==> src/rtl/local_predictor.sv <==
// Saturating-counter branch direction predictor: one counter, trained by the
// resolved Execute-stage outcome, predicting taken from the counter MSB.
module local_predictor #(
  parameter int unsigned                COUNTER_WIDTH = 2,
  parameter logic [COUNTER_WIDTH-1:0]   RESET_STATE   = 2'b01
) (
  input  logic clk,
  input  logic reset,
  input  logic PCSrcResE,
  input  logic Enable,
  output logic PCSrcPred
);

  logic [COUNTER_WIDTH-1:0] cnt_q;
  logic [COUNTER_WIDTH-1:0] cnt_d;

  always_comb begin
    cnt_d = cnt_q;
    if (Enable) begin
      // Saturate at all-ones / all-zeros so the counter never wraps.
      if (PCSrcResE) begin
        if (cnt_q != '1) cnt_d = cnt_q + COUNTER_WIDTH'(1);
      end else begin
        if (cnt_q != '0) cnt_d = cnt_q - COUNTER_WIDTH'(1);
      end
    end
  end

  always_ff @(posedge clk or posedge reset) begin
    if (reset) cnt_q <= RESET_STATE;
    else       cnt_q <= cnt_d;
  end

  assign PCSrcPred = cnt_q[COUNTER_WIDTH-1];

endmodule

==> config.mk <==
export PLATFORM = sky130hd
export DESIGN_NAME = local_predictor
export DESIGN_NICKNAME = d
export VERILOG_FILES = /design/src/rtl/local_predictor.sv
export SDC_FILE = /design/constraint.sdc
export NUM_CORES = 1
export LEC_CHECK = 0
export BUFFER_PORTS_ARGS = -buffer_cell sky130_fd_sc_hd__buf_2
export CAP_MARGIN = 10
export CORE_AREA = 3 3 40 42
export CTS_BUF_LIST = sky130_fd_sc_hd__clkbuf_16
export DETAILED_ROUTE_END_ITERATION = 10
export DIE_AREA = 0 0 43 45
export PLACE_DENSITY = 0.3
export SLEW_MARGIN = 5
export SYNTH_ARGS = -nofsm -noshare
export SYNTH_HDL_FRONTEND = slang
export SYNTH_SLANG_ARGS = --single-unit
==> constraint.sdc <==
create_clock -name clk -period 1.1 [get_ports clk]
set_clock_uncertainty 0.2 [all_clocks]
set_input_delay 0 -clock clk [delete_from_list [all_inputs] [get_ports clk]]
set_output_delay 0 -clock clk [all_outputs]
set_load 0.05 [all_outputs]
After elaboration in Yosys (flattened, before gate mapping)
Cells that the tools add are included.
{ "word_totals": {"ff_bits": 2, "latch_bits": 0, "mem_bits_rw": 0, "rom_bits": 0, "input_bits": 4, "mem_count": 0} }
{ "op_classes": {"n_addsub": 2, "mul": 0, "div_mod_pow": 0, "magnitude_cmp": 0, "eq_ne": 2, "shifts": 0, "muxes": 3, "bitwise_logic": 0, "reduce_logical": 3} }
{ "op_table": {"columns": ["operator", "n"], "rows": [
  ["$mux 2", 3],
  ["$reduce_bool 2->1", 2],
  ["$reduce_and 3->1", 1],
  ["$add 2x1->2 const B", 1],
  ["$ne 2x1->1 const B", 1],
  ["$ne 2x2->1 const B", 1],
  ["$sub 2x1->2 const B", 1]
]} }

Logic depth before layout (Yosys ltp)
Gate-level depths: netlist of the first run.
{ "logic_depth": {"depth_word": 3, "mapped_depth": 2} }

Worst setup path after synthesis of the first run
No wires, ideal clock.
{ "synth_timing": {"path_kind": "register -> register", "from": "register cnt_q[1]", "to": "register cnt_q[0]", "setup_ps": 75, "t_arrival_ps": 904, "required_ps": 825, "path_slack_ps": -78, "path_stages_with_launch": 3, "period_less_slack_ps": 1178, "path_cell_list": "dfrtp_1 inv_1 o211ai_2"} }
{ "synth_via": {"elab_chain_len": 3, "word_cells_on_any_way": 5, "classes_between": "eq/ne (2); reduce/logical (3)"} }
{ "synth_rtl": {"columns": ["item", "line", "rtl"], "rows": [
  ["start: declaration", "14", "logic [COUNTER_WIDTH-1:0] cnt_q;"],
  ["start signal: assignment", "31", "else cnt_q <= cnt_d;"],
  ["$ne 2x2->1 or $reduce_bool 2->1 (tied branches)", "22, 24", null],
  ["$ne 2x1->1 (no line) or $reduce_bool 2->1 (tied branches)", null, null],
  ["$reduce_and 3->1 (no line) (*)", null, null]
]} }
Mark *: on every way between the ends. The rest lies on a longest branch, timed or not.
A chain may end at the register's enable or synchronous reset.

Worst setup path in the final report of the first run
{ "layout_timing": {"from": "register cnt_q[0]", "to": "register cnt_q[0]"} }
{ "layout_via": {"elab_chain_len": 3, "word_cells_on_any_way": 10, "classes_between": "add/sub (2); eq/ne (2); mux (3); reduce/logical (3)"} }
{ "layout_rtl": {"columns": ["item", "line", "rtl"], "rows": [
  ["$sub 2x1->2, or another cell as far along", "24", "if (cnt_q != '0) cnt_d = cnt_q - COUNTER_WIDTH'(1);"],
  ["$mux 2, or another cell as far along", "24", null],
  ["$mux 2 or $reduce_and 3->1 (tied branches)", null, null]
]} }
Parallel ways exist; a longest one is shown, timed or not. The select of a mux whose other input is x is not followed.

==> reports/results.ini, run 1 <==
[sta]
hold_slack_ns = -0.107
slew_violations = 0
worst_slack_ns = -0.0238
max_freq_ghz = 0.890
setup_viol = 1
worst_slew_pin_slew_ns = 0.250
grt_setup_unrepaired = true
slew_headroom_pct = 83.4
hold_viol = 2
period_needed_ns = 1.12
period_share_pct = 102

[place]
dp_slack_ns = -0.0332
gp_congestion = 0.614
dp_hpwl_um = 215
dpl_cell_area_um2 = 158
port-buffer-count = 4

[routing]
routed_wirelength_um = 309
ant_nets = 0
dr.first_iter.drc_count = 0
routedWlPerCell_um = 8.13
via_per_inst = 3.24
num_vias = 123
dr_wl_met2_um = 130
wl_met3_um = 38
drt_pre_antenna_iters = 1
top_layer = met3
wl_met1_um = 139
drc = 0

[run]
cap_violations = 0

[power]
power_frac_seq_pct = 15.8
internal_power_uw = 629
irDropWorstVdd_mv = 0.714
finalPower_uw = 810
switching_share_pct = 22.3
p_comb_share_pct = 15.9
clock_power_share_pct = 68.3
pwr_density_cell_nw_per_um2 = 3040
switchingPower_uw = 180
leakagePower_nw = 0.133

[synthesis]
ys_seq_area_share_pct = 43.6
syn_area_per_cell_um2 = 9.80
ys_ff_latch = 2
yosysWarnings = 0
synth_cell_types = 10
synth_cells = 12
netlist_area_um2 = 118
syn_nets = 16

[clock_tree]
path_clk_slew_ns = 0.03
clkLatencyLatePin_ns = 0.22
cts-root-buf = clkbuf_16
holdBufCountCts = 3
clk_path_buf_depth = 2
tritoncts = yes
htreeDepth = 1
numCtsBuffers = 3
clock-sinks = 2

[run_status]
status = complete, but fails checks
violations = hold timing, setup timing

[cells_and_area]
regArea_um2 = 52.6
largest_registers = cnt_q x2
nets = 28
fin_util_pct = 20.7
drive_gt1_share_pct = 43.5
nFillCells = 151
final_cell_area_um2 = 267
area_growth_pct = 127
multi_input_area_um2 = 55.1
regMostFlops = cnt_q
largest_register_ffs = 2
mostFrequentLayoutCells = inv_1, buf_2, clkbuf_16, dlygate4sd3_1
diodes = 0

[critical_path]
critPathLaunch = cnt_q[0]$_DFFE_PP1P_
rr_worst_depth = 2
rrSetupSlack_ns = -0.02
r2r_start = cnt_q[0]$_DFFE_PP1P_
critPathLaunchType = flip-flop
r2r_end = cnt_q[0]$_DFFE_PP1P_
cp-end-kind = flip-flop
cp.arrival_ns = 1.06
crit_type = flip-flop to flip-flop
crit_fanout = 4
critPathRequiredTime_ns = 1.04

[grt]
track_usage_pct = 4.58
grt_pass1_wl_um = 545
antenna_found_initial = 0
grt_max_degree = 6
grt-ovfl-total = 0
first_global_vias = 139

[die]
die_h_um = 45
start_util_pct = 9.15
io_pins = 5
core_area_um2 = 1280
fp-row-count = 13
die_w_um = 43
die_area_um2 = 1940

[hold_path]
whs_path_depth = 3
hold_path_end = cnt_q[0]$_DFFE_PP1P_
hold_class = input port to flip-flop
hold_start = Enable

## stage by stage
step,cells,setup TNS [ns]
CTS,38,-0.0329
global placement,31,-0.0100
floorplan,12,0
finish,38,-0.0238
detailed placement,31,-0.0332
global route,38,-0.124
## synthesized netlist by cell type (all sizes together)
cell type  count  share of area [%]
o22ai          1                5.3
dfstp          1                 22
a21oi          1                4.3
nor2b          1                5.3
dfrtp          1                 21
or2b           1                6.4
mux2i          1                8.5
nand3b         1                6.4
o211ai         1                 11
inv            3                9.6
## metal layers
layer  track usage [%]  vias to the layer above
li1                  -                       61
met1              4.11                       57
met2              5.69                        5
met3              2.79                        0
met4              7.23                        0
met5                 0                        -
## critical path, cell delays in order, from the launching register on
cell      delay [ns]
dfstp_2         0.54
mux2i_1         0.21
o211ai_2        0.09
## cell type report
type | instances | area share, %
clock buffer | 3 | 28.2
clock inverter | 1 | 1.41
inverter | 3 | 4.23
multi-input combinational | 7 | 20.7
sequential | 2 | 19.7
tap | 15 | 7.04
timing repair buffer | 7 | 18.8
## how the worst max path moves through the flow
stage | end | slack (ns) | cells after the start
finish | cnt_q[0]$_DFFE_PP1P_ | -0.02 | 2
global route | cnt_q[0]$_DFFE_PP1P_ | -0.09 | 2
CTS | cnt_q[0]$_DFFE_PP1P_ | -0.03 | 2
detailed placement | cnt_q[0]$_DFFE_PP1P_ | -0.03 | 2
global placement | cnt_q[0]$_DFFE_PP1P_ | -0.01 | 2
floorplan | cnt_q[0]$_DFFE_PP1P_ | 0.01 | 2
## power by group through the flow
| stage | clock (mW) | sequential, mW | combinational (mW) |
|---|---|---|---|
| global route | 0.578 | 0.135 | 0.141 |
| global placement | 0 | 0.126 | 0.116 |
| finish | 0.553 | 0.128 | 0.129 |
| CTS | 0.565 | 0.128 | 0.130 |
| floorplan | 0 | 0.160 | 0.0581 |
| detailed placement | 0 | 0.129 | 0.123 |
## repair_timing
item / CTS / global route
resized for setup: 0 / 0
endpoints found under the hold margin: 4 / 1
buffers inserted: 0 / 0
endpoints found under the setup margin: 1 / 2
## cells by family (layout without fill, tap and decap cells)
logic type	after synthesis	after routing	synth area share, %
AOI/OAI and AO/OA	3	3	20.2
muxes	1	1	8.51
and+or+nand+nor	3	3	18.1
buffers and inverters	3	14	9.57
DFF	2	2	43.6
No activity file was read; power rests on OpenSTA's default activity.
==> run 2: changes to the inputs <==
Settings changed: BUFFER_PORTS_ARGS -buffer_cell sky130_fd_sc_hd__buf_2 to -buffer_cell sky130_fd_sc_hd__clkbuf_2, CORE_AREA 3 3 40 42 to 2 2 39 41, DIE_AREA 0 0 43 45 to 0 0 41 43.
==> run 2 against run 1 <==
The flow finishes with violations (setup timing). Count of clock-buffer cells in the layout did not move. Via count rose by 0.81%. Die area fell by 8.9%. Hold slack improved by 0.23 ns. Non-clock buffer count rose by 1. Utilization fell by 0.67 points. Clock power barely moved. Sequential cell count did not move. Critical path type unchanged.
==> reports/results.ini, run 2 (synthesis results as in run 1) <==
[die]
start_util_pct = 8.50  ; -0.65 points
die_h_um = 43  ; -4.4%
fp-row-count = 14  ; +1
die_w_um = 41  ; -4.7%
io_pins = 5  ; unchanged
core_area_um2 = 1380  ; +7.7%
die_area_um2 = 1760  ; -8.9%

[power]
power_frac_seq_pct = 15.7  ; about the same
switching_share_pct = 22.2  ; -0.036 points
pwr_density_cell_nw_per_um2 = 2920  ; -3.8%
internal_power_uw = 631  ; +0.30%
finalPower_uw = 812  ; +0.26%
p_comb_share_pct = 16.2  ; +0.3 points
leakagePower_nw = 0.138  ; +3.3%
switchingPower_uw = 181  ; about the same
clock_power_share_pct = 68.1  ; -0.2 points
irDropWorstVdd_mv = 1.04  ; +45%

[cells_and_area]
drive_gt1_share_pct = 41.7  ; -1.8 points
multi_input_area_um2 = 55.1  ; unchanged
diodes = 0  ; unchanged
nFillCells = 148  ; -2.0%
final_cell_area_um2 = 278  ; +4.2%
layout.cells.non_filler = 40  ; +5.3%
mostFrequentLayoutCells = inv_1, dlygate4sd3_1, clkbuf_2, clkbuf_16
area_growth_pct = 136
largest_registers = cnt_q x2
nets = 29  ; +3.6%
largest_register_ffs = 2  ; unchanged
regArea_um2 = 52.6  ; unchanged
regMostFlops = cnt_q

[routing]
num_vias = 124  ; +0.81%
routedWlPerCell_um = 7.70  ; -5.3%
dr.first_iter.drc_count = 0  ; unchanged
drc = 0  ; unchanged
via_per_inst = 3.10  ; -4.2%
drt_pre_antenna_iters = 1  ; unchanged
routed_wirelength_um = 308  ; -0.32%
ant_nets = 0  ; unchanged

[sta]
period_share_pct = 103  ; +1.1 points
hold_slack_ns = 0.127  ; +0.235 ns
worst_slew_pin_slew_ns = 0.277  ; +0.0268 ns
slew_headroom_pct = 81.6  ; -1.8 points
max_freq_ghz = 0.880  ; -1.1%
period_needed_ns = 1.14  ; +0.0125 ns
worst_slack_ns = -0.0363  ; -0.0125 ns
grt_setup_unrepaired = true
setup_viol = 1  ; unchanged
hold_viol = 0  ; -2
slew_violations = 0  ; unchanged

[grt]
grtUsageMet2_pct = 5.63  ; -0.064 points
grtUsageMet1_pct = 5.47  ; +1.4 points
top_usage_layer = met4
antenna_found_initial = 0  ; unchanged
grtUsageMet3_pct = 4.71  ; +1.9 points
track_usage_pct = 5.32  ; +0.74 points
grt_max_degree = 6  ; unchanged
grt-ovfl-total = 0  ; unchanged
grt_pass1_wl_um = 524  ; -3.9%
first_global_vias = 138  ; -0.72%

[hold_path]
hold_class = input port to async pin

[clock_tree]
path_clk_slew_ns = 0.03  ; about the same
numCtsBuffers = 3  ; unchanged
tritoncts = yes
clkLatencyLatePin_ns = 0.22  ; about the same
htreeDepth = 1  ; unchanged
cts-root-buf = clkbuf_16
clock-sinks = 2  ; unchanged
clk_path_buf_depth = 2  ; unchanged
cts_setup_buffers = 0  ; unchanged

[run_status]
status = complete, but fails checks
violations = setup timing

[critical_path]
cp.arrival_ns = 1.07  ; about the same
cp-end-kind = flip-flop
rrSetupSlack_ns = -0.04  ; about the same
crit_fanout = 4  ; unchanged
crit_type = flip-flop to flip-flop
critPathLaunchType = flip-flop
worst-path-buf-inv = 0  ; unchanged
crit_family = flip-flops
path_cells = mux2i_1, o211ai_2
slowest_delay_ns = 0.54  ; about the same
critPathRequiredTime_ns = 1.03  ; about the same
cpMaxStageDelayCell = dfstp_2

[run]
cap_violations = 0  ; unchanged

[place]
gp_congestion = 0.483  ; -21%
dp.cells = 32  ; +3.2%
port-buffer-count = 4  ; unchanged
dpl_cell_area_um2 = 159  ; +0.79%
dp_hpwl_um = 206  ; -4.0%

-- run 2: changes by cell type in the layout (fill, tap and decap cells not counted), sizes merged --
cell,change
buf,-4
clkbuf,+4
dlygate4sd3,+1
-- run 2: path summary, 6_finish.rpt --
path | from | end | cells after the start
worst max-delay path | cnt_q[0]$_DFFE_PP1P_ | cnt_q[0]$_DFFE_PP1P_ | 2
worst min-delay path | reset | cnt_q[0]$_DFFE_PP1P_ | 3
worst max register to register | cnt_q[0]$_DFFE_PP1P_ | cnt_q[0]$_DFFE_PP1P_ | 2
worst min register to register | cnt_q[0]$_DFFE_PP1P_ | cnt_q[1]$_DFFE_PP0P_ | 2
max in group asynchronous | reset | cnt_q[1]$_DFFE_PP0P_ | 4
min in group clk | cnt_q[0]$_DFFE_PP1P_ | cnt_q[1]$_DFFE_PP0P_ | 2
-- run 2: cell type report --
class / count / area share, %
Clock buffer: 3 / 27.0
Timing Repair Buffer: 8 / 21.6
Multi-Input combinational cell: 7 / 19.8
Sequential cell: 2 / 18.9
Tap cell: 16 / 7.21
Inverter: 3 / 4.05
Clock inverter: 1 / 1.35
-- run 2: layer usage --
metal	up-vias	share of wire, %
met1	53	44
met5	-	0
met4	0	0
met3	0	13
met2	7	42
li1	64	-
-- run 2: stage by stage --
step | utilization (%) | TNS, ns | worst slack, ns
floorplan | - | 0 | 0.0117
global placement | 11.5 | -0.00854 | -0.00854
detailed placement | 11.5 | -0.0317 | -0.0317
CTS | 20.1 | -0.0430 | -0.0430
global route | 20.1 | -0.0796 | -0.0790
finish | 20.1 | -0.0363 | -0.0363
-- run 2: worst min-delay path, cell delays in order --
cell	delay (ns)
dlygate4sd3_1	0.53
clkbuf_2	0.10
inv_1	0.06
-- run 2: what timing repair did --
item | in CTS | in global routing
endpoints found under the hold margin | 4 | 0
hold buffers | 4 | 0
gates resized for setup | 0 | 0
setup endpoints to repair | 1 | 2
-- run 2: power by group through the flow --
stage / clock network, mW / registers, mW / logic (mW)
finish: 0.553 / 0.127 / 0.132
global route: 0.578 / 0.130 / 0.144
CTS: 0.567 / 0.128 / 0.133
detailed placement: 0 / 0.128 / 0.122
global placement: 0 / 0.127 / 0.116
floorplan: 0 / 0.160 / 0.0581
==> run 3: changes to the inputs <==
Settings changed: CAP_MARGIN 10 to 20, RECOVER_POWER from default to 25.
Clock period 1.1 ns to 1.35 ns, I/O delays scaled along.
==> run 3 against run 2 <==
Power fell by 19%. First-iteration DRC count up 1. Maximum frequency up 0.12%. Die area did not move. Non-clock buffer count did not move. Clock power decreased by 18%. Largest power group unchanged. Utilization shrank 0.090 points. Critical path type unchanged. The run now ends clean. Sequential share of layout area down 0.37 points.
==> reports/results.ini, run 3 (synthesis results as in run 1) <==
[critical_path]
critPathLaunchType = flip-flop
cp.arrival_ns = 1.07  ; about the same
crit_fanout = 4  ; unchanged
rrSetupSlack_ns = 0.22  ; +0.25 ns
crit_type = flip-flop to flip-flop
critPathRequiredTime_ns = 1.29  ; +0.26 ns
cp-end-kind = flip-flop

[die]
fp-row-count = 14  ; unchanged
die_h_um = 43  ; unchanged
die_area_um2 = 1760  ; unchanged
start_util_pct = 8.50  ; unchanged
die_w_um = 41  ; unchanged
io_pins = 5  ; unchanged
core_area_um2 = 1380  ; unchanged

[run]
cap_violations = 0  ; unchanged

[sta]
setup_viol = 0  ; -1
hold_viol = 0  ; unchanged
slew_violations = 0  ; unchanged
worst_slack_ns = 0.215  ; +0.251 ns
final.setup.tns_ns = 0  ; +0.0363 ns
period_share_pct = 84.1  ; -19 points
slew_headroom_pct = 81.5  ; about the same
grt_setup_unrepaired = false
max_freq_ghz = 0.881  ; +0.12%
period_needed_ns = 1.13  ; -0.00132 ns
worst_slew_pin_slew_ns = 0.278  ; +0.000929 ns

[grt]
first_global_vias = 139  ; +0.72%
grt_max_degree = 6  ; unchanged
grtUsageMet2_pct = 5.94  ; +0.31 points
top_usage_layer = met4
track_usage_pct = 5.12  ; -0.20 points
grtUsageMet1_pct = 4.50  ; -0.96 points
antenna_found_initial = 0  ; unchanged
grtUsageMet3_pct = 3.14  ; -1.6 points
grt_pass1_wl_um = 503  ; -4.0%
grt-ovfl-total = 0  ; unchanged

[routing]
num_vias = 125  ; +0.81%
drt_pre_antenna_iters = 2  ; +1
drc = 0  ; unchanged
routedWlPerCell_um = 7.48  ; -2.9%
routed_wirelength_um = 299  ; -2.9%
ant_nets = 0  ; unchanged
dr.first_iter.drc_count = 1  ; +1
via_per_inst = 3.13  ; +0.81%

[clock_tree]
htreeDepth = 1  ; unchanged
path_clk_slew_ns = 0.03  ; about the same
numCtsBuffers = 3  ; unchanged
clkLatencyLatePin_ns = 0.22  ; about the same
clk_path_buf_depth = 2  ; unchanged
tritoncts = yes
cts-root-buf = clkbuf_16
cts-resized-gates = 0  ; unchanged
clock-sinks = 2  ; unchanged

[place]
dpl_cell_area_um2 = 158  ; -0.79%
gp_congestion = 0.481  ; -0.41%
dp_slack_ns = 0.221  ; +0.252 ns
dp.cells = 32  ; unchanged
port-buffer-count = 4  ; unchanged

[run_status]
status = finished clean

[power]
pwr_density_cell_nw_per_um2 = 2390  ; -18%
irDropWorstVdd_mv = 0.530  ; -49%
leakagePower_nw = 0.138  ; +0.39%

[cells_and_area]
fin_util_pct = 20.0  ; -0.090 points
layout.cells.non_filler = 40  ; unchanged
mostFrequentLayoutCells = inv_1, dlygate4sd3_1, clkbuf_2, clkbuf_16
nets = 29  ; unchanged
drive_gt1_share_pct = 37.5  ; -4.2 points
diodes = 0  ; unchanged
final_cell_area_um2 = 277  ; -0.45%
largest_registers = cnt_q x2
largest_register_ffs = 2  ; unchanged
area_growth_pct = 135
regMostFlops = cnt_q
nFillCells = 149  ; +0.68%

[hold_path]
hold_class = flip-flop to flip-flop

-- run 3: cell counts in the layout (fill, tap and decap cells not counted) --
Identical to the previous run, type by type.
-- run 3: path summary, 6_finish.rpt --
path                                 startpoint              endpoint  cells after the start
max                        cnt_q[0]$_DFFE_PP1P_  cnt_q[0]$_DFFE_PP1P_                      2
min                        cnt_q[0]$_DFFE_PP1P_  cnt_q[1]$_DFFE_PP0P_                      2
max reg2reg                cnt_q[0]$_DFFE_PP1P_  cnt_q[0]$_DFFE_PP1P_                      2
min reg2reg                cnt_q[0]$_DFFE_PP1P_  cnt_q[1]$_DFFE_PP0P_                      2
max in group asynchronous                 reset  cnt_q[0]$_DFFE_PP1P_                      4
min in group asynchronous                 reset  cnt_q[1]$_DFFE_PP0P_                      4
-- run 3: final cells by class --
cell class | instances | area [um^2] | area share (%)
tap | 16 | 20.0 | 7.24
inverter | 3 | 11.3 | 4.07
clock buffer | 3 | 75.1 | 27.1
multi-input combinational | 7 | 55.1 | 19.9
sequential | 2 | 51.3 | 18.6
clock inverter | 1 | 3.75 | 1.36
timing repair buffer | 8 | 60.1 | 21.7
-- run 3: stage by stage --
stage / power (mW) / hold WS (ns)
2_1_floorplan: 0.176 / -0.460
3_3_place_gp: 0.196 / -0.368
3_5_place_dp: 0.202 / -0.365
4_1_cts: 0.673 / 0.371
5_1_grt: 0.692 / 0.402
6_report: 0.660 / 0.360
-- run 3: per-layer routing --
layer	vias up	wire length, um	part of all wire [%]
met5	-	0	0
met4	0	0	0
met3	0	27	9.0
met2	5	136	45
met1	56	135	45
li1	64	-	-
-- run 3: what timing repair did --
action	CTS	global route
hold buffers	4	0
buffers inserted	0	0
hold endpoints to repair	4	0
-- run 3: critical path, stage by stage, from the launching register on --
cell      delay [ns]
dfstp_2         0.54
mux2i_1         0.22
o211ai_2        0.09
-- run 3: power by group --
group,internal (mW),switching [mW]
sequential,0.0864,0.0162
combinational,0.0455,0.0602
clock,0.381,0.0704
total,0.513,0.147
